`config.mk`:
```
export PLATFORM = sky130hd
export DESIGN_NAME = run_event_logger
export DESIGN_NICKNAME = d
export VERILOG_FILES = /design/src/rtl/run_event_logger_pkg.sv /design/src/rtl/run_event_fifo.sv /design/src/rtl/run_event_logger.sv
export SDC_FILE = /design/constraint.sdc
export NUM_CORES = 1
export LEC_CHECK = 0
export BUFFER_PORTS_ARGS = -buffer_cell sky130_fd_sc_hd__buf_2
export CORE_ASPECT_RATIO = 1.1
export CORE_UTILIZATION = 45
export CTS_CLUSTER_DIAMETER = 80
export DETAILED_ROUTE_END_ITERATION = 8
export PLACE_DENSITY = 0.72
export SYNTH_ARGS = -nofsm -noshare
export SYNTH_HDL_FRONTEND = slang
export SYNTH_SLANG_ARGS = --single-unit
export TNS_END_PERCENT = 1
```
`constraint.sdc`:
```
create_clock -name clk -period 2.5 [get_ports clk]
set_clock_uncertainty 0.1 [all_clocks]
set_input_delay 0.125 -clock clk [delete_from_list [all_inputs] [get_ports clk]]
set_output_delay 0.125 -clock clk [all_outputs]
set_load 0.05 [all_outputs]
```
`src/rtl/run_event_logger_pkg.sv`:
```
// Default geometry shared by the run event logger and its FIFO.
package run_event_logger_pkg;
    localparam int TS_W_DEF  = 16;
    localparam int DEPTH_DEF = 4;
    localparam int CNT_W_DEF = 8;
endpackage

```
`src/rtl/run_event_fifo.sv`:
```
// Synchronous timestamp FIFO; a push into a full FIFO is accepted
// only when a pop frees a slot in the same cycle.
module run_event_fifo
    import run_event_logger_pkg::*;
#(
    parameter int W     = TS_W_DEF,
    parameter int DEPTH = DEPTH_DEF,
    localparam int PTR_W = $clog2(DEPTH),
    localparam int LVL_W = PTR_W + 1
) (
    input  logic             clk,
    input  logic             rst,
    input  logic             push,
    input  logic             pop,
    input  logic [W-1:0]     wdata,
    output logic [W-1:0]     rdata,
    output logic             full,
    output logic             empty,
    output logic [LVL_W-1:0] level
);

    logic [W-1:0]     mem_q [DEPTH];
    logic [PTR_W-1:0] wptr_q;
    logic [PTR_W-1:0] rptr_q;
    logic [LVL_W-1:0] level_q;
    logic [LVL_W-1:0] level_d;
    logic             push_ok;
    logic             pop_ok;

    assign full    = (level_q == LVL_W'(DEPTH));
    assign empty   = (level_q == '0);
    assign pop_ok  = pop & ~empty;
    assign push_ok = push & (~full | pop_ok);
    assign level   = level_q;
    assign rdata   = empty ? '0 : mem_q[rptr_q];

    always_comb begin
        level_d = level_q;
        unique case ({push_ok, pop_ok})
            2'b10:   level_d = level_q + LVL_W'(1);
            2'b01:   level_d = level_q - LVL_W'(1);
            default: level_d = level_q;
        endcase
    end

    always_ff @(posedge clk or negedge rst) begin
        if (!rst) begin
            for (int i = 0; i < DEPTH; i++) begin
                mem_q[i] <= '0;
            end
            wptr_q  <= '0;
            rptr_q  <= '0;
            level_q <= '0;
        end else begin
            if (push_ok) begin
                mem_q[wptr_q] <= wdata;
                wptr_q        <= wptr_q + PTR_W'(1);
            end
            if (pop_ok) begin
                rptr_q <= rptr_q + PTR_W'(1);
            end
            level_q <= level_d;
        end
    end

endmodule

```
`src/rtl/run_event_logger.sv`:
```
// Timestamps each rising edge of the run-detected level, buffers the
// stamps for a valid/ready consumer, and keeps count/overflow status.
module run_event_logger
    import run_event_logger_pkg::*;
#(
    parameter int TS_W  = TS_W_DEF,
    parameter int DEPTH = DEPTH_DEF,
    parameter int CNT_W = CNT_W_DEF,
    localparam int LVL_W = $clog2(DEPTH) + 1
) (
    input  logic             clk,
    input  logic             rst,
    input  logic             det,
    input  logic             clr,
    output logic             ev_valid,
    output logic [TS_W-1:0]  ev_ts,
    input  logic             ev_ready,
    output logic [CNT_W-1:0] ev_count,
    output logic             overflow,
    output logic [LVL_W-1:0] fifo_level
);

    logic [TS_W-1:0]  ts_q;
    logic [TS_W-1:0]  ts_d;
    logic             det_q;
    logic [CNT_W-1:0] cnt_q;
    logic [CNT_W-1:0] cnt_d;
    logic             ovf_q;
    logic             ovf_d;
    logic             rise;
    logic             pop;
    logic             drop;
    logic             full;
    logic             empty;

    assign rise     = det & ~det_q;
    assign ev_valid = ~empty;
    assign pop      = ev_valid & ev_ready;
    // A pop in the same cycle makes room, so only full-without-pop drops.
    assign drop     = rise & full & ~pop;

    always_comb begin
        ts_d  = ts_q + TS_W'(1);
        cnt_d = cnt_q;
        if (clr) begin
            cnt_d = rise ? CNT_W'(1) : '0;
        end else if (rise && (cnt_q != '1)) begin
            cnt_d = cnt_q + CNT_W'(1);
        end
        ovf_d = drop | (ovf_q & ~clr);
    end

    always_ff @(posedge clk or negedge rst) begin
        if (!rst) begin
            ts_q  <= '0;
            det_q <= 1'b0;
            cnt_q <= '0;
            ovf_q <= 1'b0;
        end else begin
            ts_q  <= ts_d;
            det_q <= det;
            cnt_q <= cnt_d;
            ovf_q <= ovf_d;
        end
    end

    run_event_fifo #(
        .W     (TS_W),
        .DEPTH (DEPTH)
    ) u_fifo (
        .clk   (clk),
        .rst   (rst),
        .push  (rise),
        .pop   (pop),
        .wdata (ts_q),
        .rdata (ev_ts),
        .full  (full),
        .empty (empty),
        .level (fifo_level)
    );

    assign ev_count = cnt_q;
    assign overflow = ovf_q;

endmodule

```
==> results of run 1 <==
registers in the layout (all words and copies together) (netlist names):
register / flops
det_q: 1
u_fifo.rptr_q: 2
u_fifo.mem_q: 64
overflow: 1
u_fifo.wptr_q: 2
ev_count: 8
ts_q: 16
u_fifo.level: 3
final cells by class:
cell class / instances / area (um2) / share of cell area
sequential: 97 / 2430 / 0.454
timing repair buffer: 42 / 255 / 0.0477
clock inverter: 6 / 72.6 / 0.0136
clock buffer: 10 / 229 / 0.0428
tap: 143 / 179 / 0.0335
inverter: 11 / 41.3 / 0.00772
multi-input combinational: 206 / 2140 / 0.401
tightest hold or removal path: stages:
cell     delay (ps)
buf_2           150
nand3_1          90
o31ai_1          70
a21oi_1          60
repair_timing:
| action | 4_1_cts | 5_1_grt |
|---|---|---|
| endpoints found under the hold margin | 50 | 0 |
| hold buffers | 3 | 0 |
| buffers inserted | 0 | 0 |
logic make-up (layout without fill, tap and decap cells):
| logic type | Yosys count | count (layout) |
|---|---|---|
| AOI/OAI and AO/OA | 20 | 20 |
| DFF | 97 | 97 |
| adders and majority gates | 7 | 7 |
| muxes | 81 | 81 |
| xor gates and xnor gates | 21 | 21 |
| buffers and inverters | 29 | 69 |
| and+or+nand+nor | 77 | 77 |
layout by cell type, fill, tap and decap left out, types with 2 or more instances in the layout:
cell type / count
nor2_1: 9
xnor2_1: 16
a211oi_1: 2
mux4_2: 16
clkbuf_16: 9
inv_1: 11
buf_4: 6
nor3_1: 6
and3_1: 3
nand3_1: 11
a21oi_1: 4
mux2_4: 40
dfrtp_1: 97
nand2_8: 4
buf_2: 32
and2_1: 16
o21ai_0: 3
nand2_1: 11
xor2_1: 5
inv_6: 3
nor2b_1: 3
dlygate4sd3_1: 3
nand4_1: 5
mux2_2: 24
ha_1: 6
power by group:
part	leakage, nW	internal [W]	switching [W]	total, W
sequential	1.27	0.00182	0.000166	0.00199
combinational	1.15	0.000747	0.00114	0.00189
clock	0.150	0.000793	0.000613	0.00141
total	2.57	0.00336	0.00192	0.00528
metal layers:
layer / part of all wire / global-route usage
met1: 0.45 / 0.224
met2: 0.51 / 0.302
met3: 0.028 / 0.0350
met4: 0.011 / 0.0528
met5: 0 / 0
stage by stage:
step / std cells / cell area (um2) / setup WS [ps] / hold WS [ps]
final: 515 / 5350 / 326 / 82.6
after global routing: 515 / 5350 / 232 / 99.3
after CTS: 515 / 5350 / 284 / 73.5
after detailed placement: 496 / 5020 / 443 / 79.8
after global placement: 496 / 5020 / 495 / 73.8
after floorplan: 332 / 4760 / 215 / -271
worst max-delay path by stage:
| stage | slack (ps) | from | to | depth (start not counted) |
|---|---|---|---|---|
| 2_1_floorplan | 210 | u_fifo.level[2]$_DFFE_PN0P_ | u_fifo.mem_q[10]$_DFFE_PN0P_ | 6 |
| 3_3_place_gp | 490 | u_fifo.level[1]$_DFFE_PN0P_ | u_fifo.mem_q[2]$_DFFE_PN0P_ | 4 |
| 3_5_place_dp | 440 | u_fifo.level[1]$_DFFE_PN0P_ | u_fifo.mem_q[3]$_DFFE_PN0P_ | 4 |
| 4_1_cts | 280 | u_fifo.level[1]$_DFFE_PN0P_ | ev_ts[1] | 3 |
| 5_1_grt | 230 | u_fifo.level[1]$_DFFE_PN0P_ | ev_ts[0] | 3 |
| 6_report | 330 | u_fifo.rptr_q[0]$_DFFE_PN0P_ | ev_ts[3] | 4 |
==> results_dict.tcl, run 1 <==
set metrics [dict create \
    clk_latency_ps 340 \
    grt_usage 0.175 \
    synthArstFlopShare 1.00 \
    rrSetupSlack_ps 420 \
    synth_top_family_by_area "multiplexers" \
    cp_cell_sequence "buf_4 -> mux4_2 -> and2_1 -> buf_2" \
    cpLargestDelayFamily "multiplexers" \
    clock_path_buffers 2 \
    timing.max_cap.violations 0 \
    yosys_warnings 0 \
    yosys.area.top_type "dfrtp_1" \
    wl_per_cell_um 16.9 \
    seq_area_frac_synth 0.510 \
    postLayoutCoreUtil 0.517 \
    hold_class "in -> reg" \
    min_to "u_fifo.level[2]$_DFFE_PN0P_" \
    synthMuxAreaShare 0.261 \
    drive_gt1_frac 0.379 \
    die_height_um 110 \
    synth.cell_area_mm2 0.00476 \
    synth_nets 344 \
    vdd_drop_max_mv 0.449 \
    drc_errors 0 \
    dieArea_mm2 0.0110 \
    dp_hpwl_um 5580 \
    clock_sinks 97 \
    ant_nets 0 \
    synth_seq_cells 97 \
    ys_top_cells_by_count "dfrtp_1 (97), mux2_4 (40), mux2_2 (24)" \
    vias 2707 \
    drt_iter0_drc 118 \
    required_ps 2280 \
    min_period_ps 2170 \
    worstRegToRegCells 4 \
    cts_resized 0 \
    diodes 0 \
    die_w_um 100 \
    synth_edf_count 0 \
    outcome "complete, no violations" \
    drv_slew 0 \
    yosysMostFrequentCell "dfrtp_1" \
    reg2reg_from "u_fifo.level[1]$_DFFE_PN0P_" \
    endpoint_kind "output port" \
    netlist_top_cells_area "dfrtp_1 (51%), mux2_4 (13%), mux4_2 (7.6%)" \
    maxSlewHeadroom 0.586 \
    hold_depth 4 \
    grt_max_degree 48 \
    start_kind "register" \
    clockRootBuffer "clkbuf_16" \
    worst_ep_arrival_time_ps 1950 \
    worst-path-buf-inv 2 \
    antenna_found_initial 0 \
    fill_cells 896 \
    grt-ovfl-total 0 \
    grt_pass1_vias 2820 \
    synth_compound_area_frac 0.0289 \
    min_period_over_period 0.870 \
    synth_top_area_share 0.510 \
    finalSetupTns_ps 0 \
    min_from "ev_ready" \
    synth.avg_cell_area_um2 14.3 \
    ys_types 46 \
    p_leak_nw 2.57 \
    grt_pass1_wl_um 14600 \
    p_total_w 0.00528 \
    clk_pin_slew_ps 70 \
    synthCells 332 \
    via_per_inst 5.26 \
    ys.flop_type "dfrtp_1" \
    setup_violations 0 \
    htreeDepth 3 \
    yosys.area_share.simple 0.102 \
    rr_endpoint "u_fifo.mem_q[48]$_DFFE_PN0P_" \
    start_util 0.460 \
    io_pins 34 \
    nNetsFinal 379 \
    cts_buffers 9 \
    area_growth_pct 12.3 \
    finalHoldViolCount 0 \
    synthAdderAreaFrac 0.0200 \
    cp_max_fo 18 \
    synth_xor_xnor_area_share 0.0386 \
    worst_pin_slew_ps 621 \
    crit_slowest_cell "mux4_2" \
    powerDensity_mw_per_mm2 988 \
    rsz0062_at_grt "false" \
    worstSetupPathType "reg -> out" \
    rows 39 \
    io_buffers 33 \
    place.gp.congestion 0.763 \
    totalWireLength_um 8690 \
    dr.pass1.iters 4 \
    cp_slowest_stage_delay_ps 570 \
    core_area_mm2 0.0103 \
    cts_tree "yes" \
    timing.fmax_mhz 460 \
]
(Power assumes the default switching activity.)
==> run 2: changes to the inputs <==
==> constraint.sdc (replaced) <==
create_clock -name clk -period 2.55 [get_ports clk]
set_clock_uncertainty 0.1 [all_clocks]
set_input_delay 0.1275 -clock clk [delete_from_list [all_inputs] [get_ports clk]]
set_output_delay 0.1275 -clock clk [all_outputs]
set_load 0.05 [all_outputs]
==> run 2 against run 1 <==
Cell area fell by 0.42%. Final cell count fell by 0.58%. Die area did not move. First-iteration DRC count fell by 26%. Routed wire length rose by 0.15%. Critical endpoint unchanged. Largest power group unchanged. Highest routed layer unchanged.
==> results_dict.tcl, run 2 (same netlist as run 1, synthesis figures left out) <==
set metrics [dict create \
    timing.max_cap.violations 0 \
    vdd_drop_max_mv 0.478 \
    fin_area_mm2 0.00533 \
    htreeDepth 3 \
    grt_max_degree 69 \
    final_common_cell "dfrtp_1" \
    cts_tree "yes" \
    start_util 0.460 \
    multi_input_area_mm2 0.00214 \
    hold_class "in -> reg" \
    rows 39 \
    worstSetupPathType "reg -> out" \
    cts_buffers 9 \
    endpoint_kind "output port" \
    cp_max_fo 18 \
    drt_iter0_drc 87 \
    largest_register_ffs 64 \
    diodes 0 \
    p_total_w 0.00514 \
    io_pins 34 \
    grt_usage 0.175 \
    area_growth_pct 11.8 \
    die_height_um 110 \
    start_kind "register" \
    die_w_um 100 \
    fill_cells 896 \
    timing.fmax_mhz 456 \
    dp_hpwl_um 5480 \
    top_register "u_fifo.mem_q" \
    ant_nets 0 \
    setup_violations 0 \
    wl_per_cell_um 17.0 \
    totalWireLength_um 8710 \
    grt-ovfl-total 0 \
    layout_common_cells "dfrtp_1 (97), mux2_4 (40), buf_2 (32)" \
    clk_latency_ps 340 \
    place.gp.congestion 0.744 \
    nNetsFinal 377 \
    drc_errors 0 \
    p_leak_nw 2.55 \
    required_ps 2320 \
    postLayoutCoreUtil 0.515 \
    maxSlewHeadroom 0.599 \
    via_per_inst 5.29 \
    core_area_mm2 0.0103 \
    io_buffers 33 \
    clock_sinks 97 \
    finalHoldViolCount 0 \
    clockRootBuffer "clkbuf_16" \
    finalSetupTns_ps 0 \
    drive_gt1_frac 0.377 \
    vias 2709 \
    grt_pass1_vias 2780 \
    dr.pass1.iters 4 \
    clk_pin_slew_ps 70 \
    drv_slew 0 \
    worst_ep_arrival_time_ps 1970 \
    antenna_found_initial 0 \
    worst_pin_slew_ps 601 \
    rsz0062_at_grt "false" \
    hold_slack_ps 73.0 \
    min_period_over_period 0.860 \
    powerDensity_mw_per_mm2 966 \
    seqCellArea_mm2 0.00243 \
    clock_path_buffers 2 \
    min_period_ps 2190 \
    dieArea_mm2 0.0110 \
    grt_pass1_wl_um 14500 \
    placed_cell_area_mm2 0.00500 \
    outcome "complete, no violations" \
]
## run 2: worst paths after layout
path | cells after the start | from | slack (ps) | endpoint
setup / recovery | 4 | u_fifo.rptr_q[0]$_DFFE_PN0P_ | 360 | ev_ts[3]
hold / removal | 3 | ev_ready | 70 | overflow$_DFF_PN0_
setup reg to reg | 4 | u_fifo.level[1]$_DFFE_PN0P_ | 470 | u_fifo.mem_q[3]$_DFFE_PN0P_
hold reg to reg | 1 | u_fifo.mem_q[1]$_DFFE_PN0P_ | 400 | u_fifo.mem_q[1]$_DFFE_PN0P_
max in group asynchronous | 3 | rst | 1500 | u_fifo.mem_q[0]$_DFFE_PN0P_
min in group asynchronous | 2 | rst | 150 | u_fifo.mem_q[56]$_DFFE_PN0P_
## run 2: power by group
part | internal [W] | switching (W) | leakage (nW) | total [W]
clock network | 0.000760 | 0.000585 | 0.142 | 0.00134
logic | 0.000730 | 0.00112 | 1.14 | 0.00185
registers | 0.00179 | 0.000164 | 1.27 | 0.00195
## run 2: repair_timing
item | CTS | global route
hold buffers | 3 | 0
buffers inserted | 0 | 0
gates resized for setup | 0 | 0
hold endpoints to repair | 35 | 0
## run 2: critical path: stages, from the launching register on
cell     delay (ps)
dfrtp_1         330
buf_4           340
mux4_2          580
and2_1          180
buf_2           210
## run 2: final cells by class
type,instances,share of cell area
flip-flops and latches,97,0.456
clock inverters,6,0.0129
inverters,11,0.00775
well taps,143,0.0336
multi-input cells,206,0.402
repair buffers,40,0.0451
clock buffers,9,0.0423
## run 2: metal layers
layer | part of all wire | routed length, um | global-route usage | vias up
met2 | 0.50 | 4380 | 0.294 | 40
met5 | 0 | 0 | 0 | -
met4 | 0.010 | 90 | 0.0497 | 0
li1 | - | - | - | 1251
met1 | 0.46 | 3990 | 0.229 | 1410
met3 | 0.028 | 248 | 0.0381 | 8
## run 2: through the flow
| stage | setup slack (ps) | instances |
|---|---|---|
| after floorplan | 265 | 332 |
| after global placement | 545 | 494 |
| after detailed placement | 494 | 494 |
| after CTS | 318 | 512 |
| after global routing | 244 | 512 |
| final | 356 | 512 |
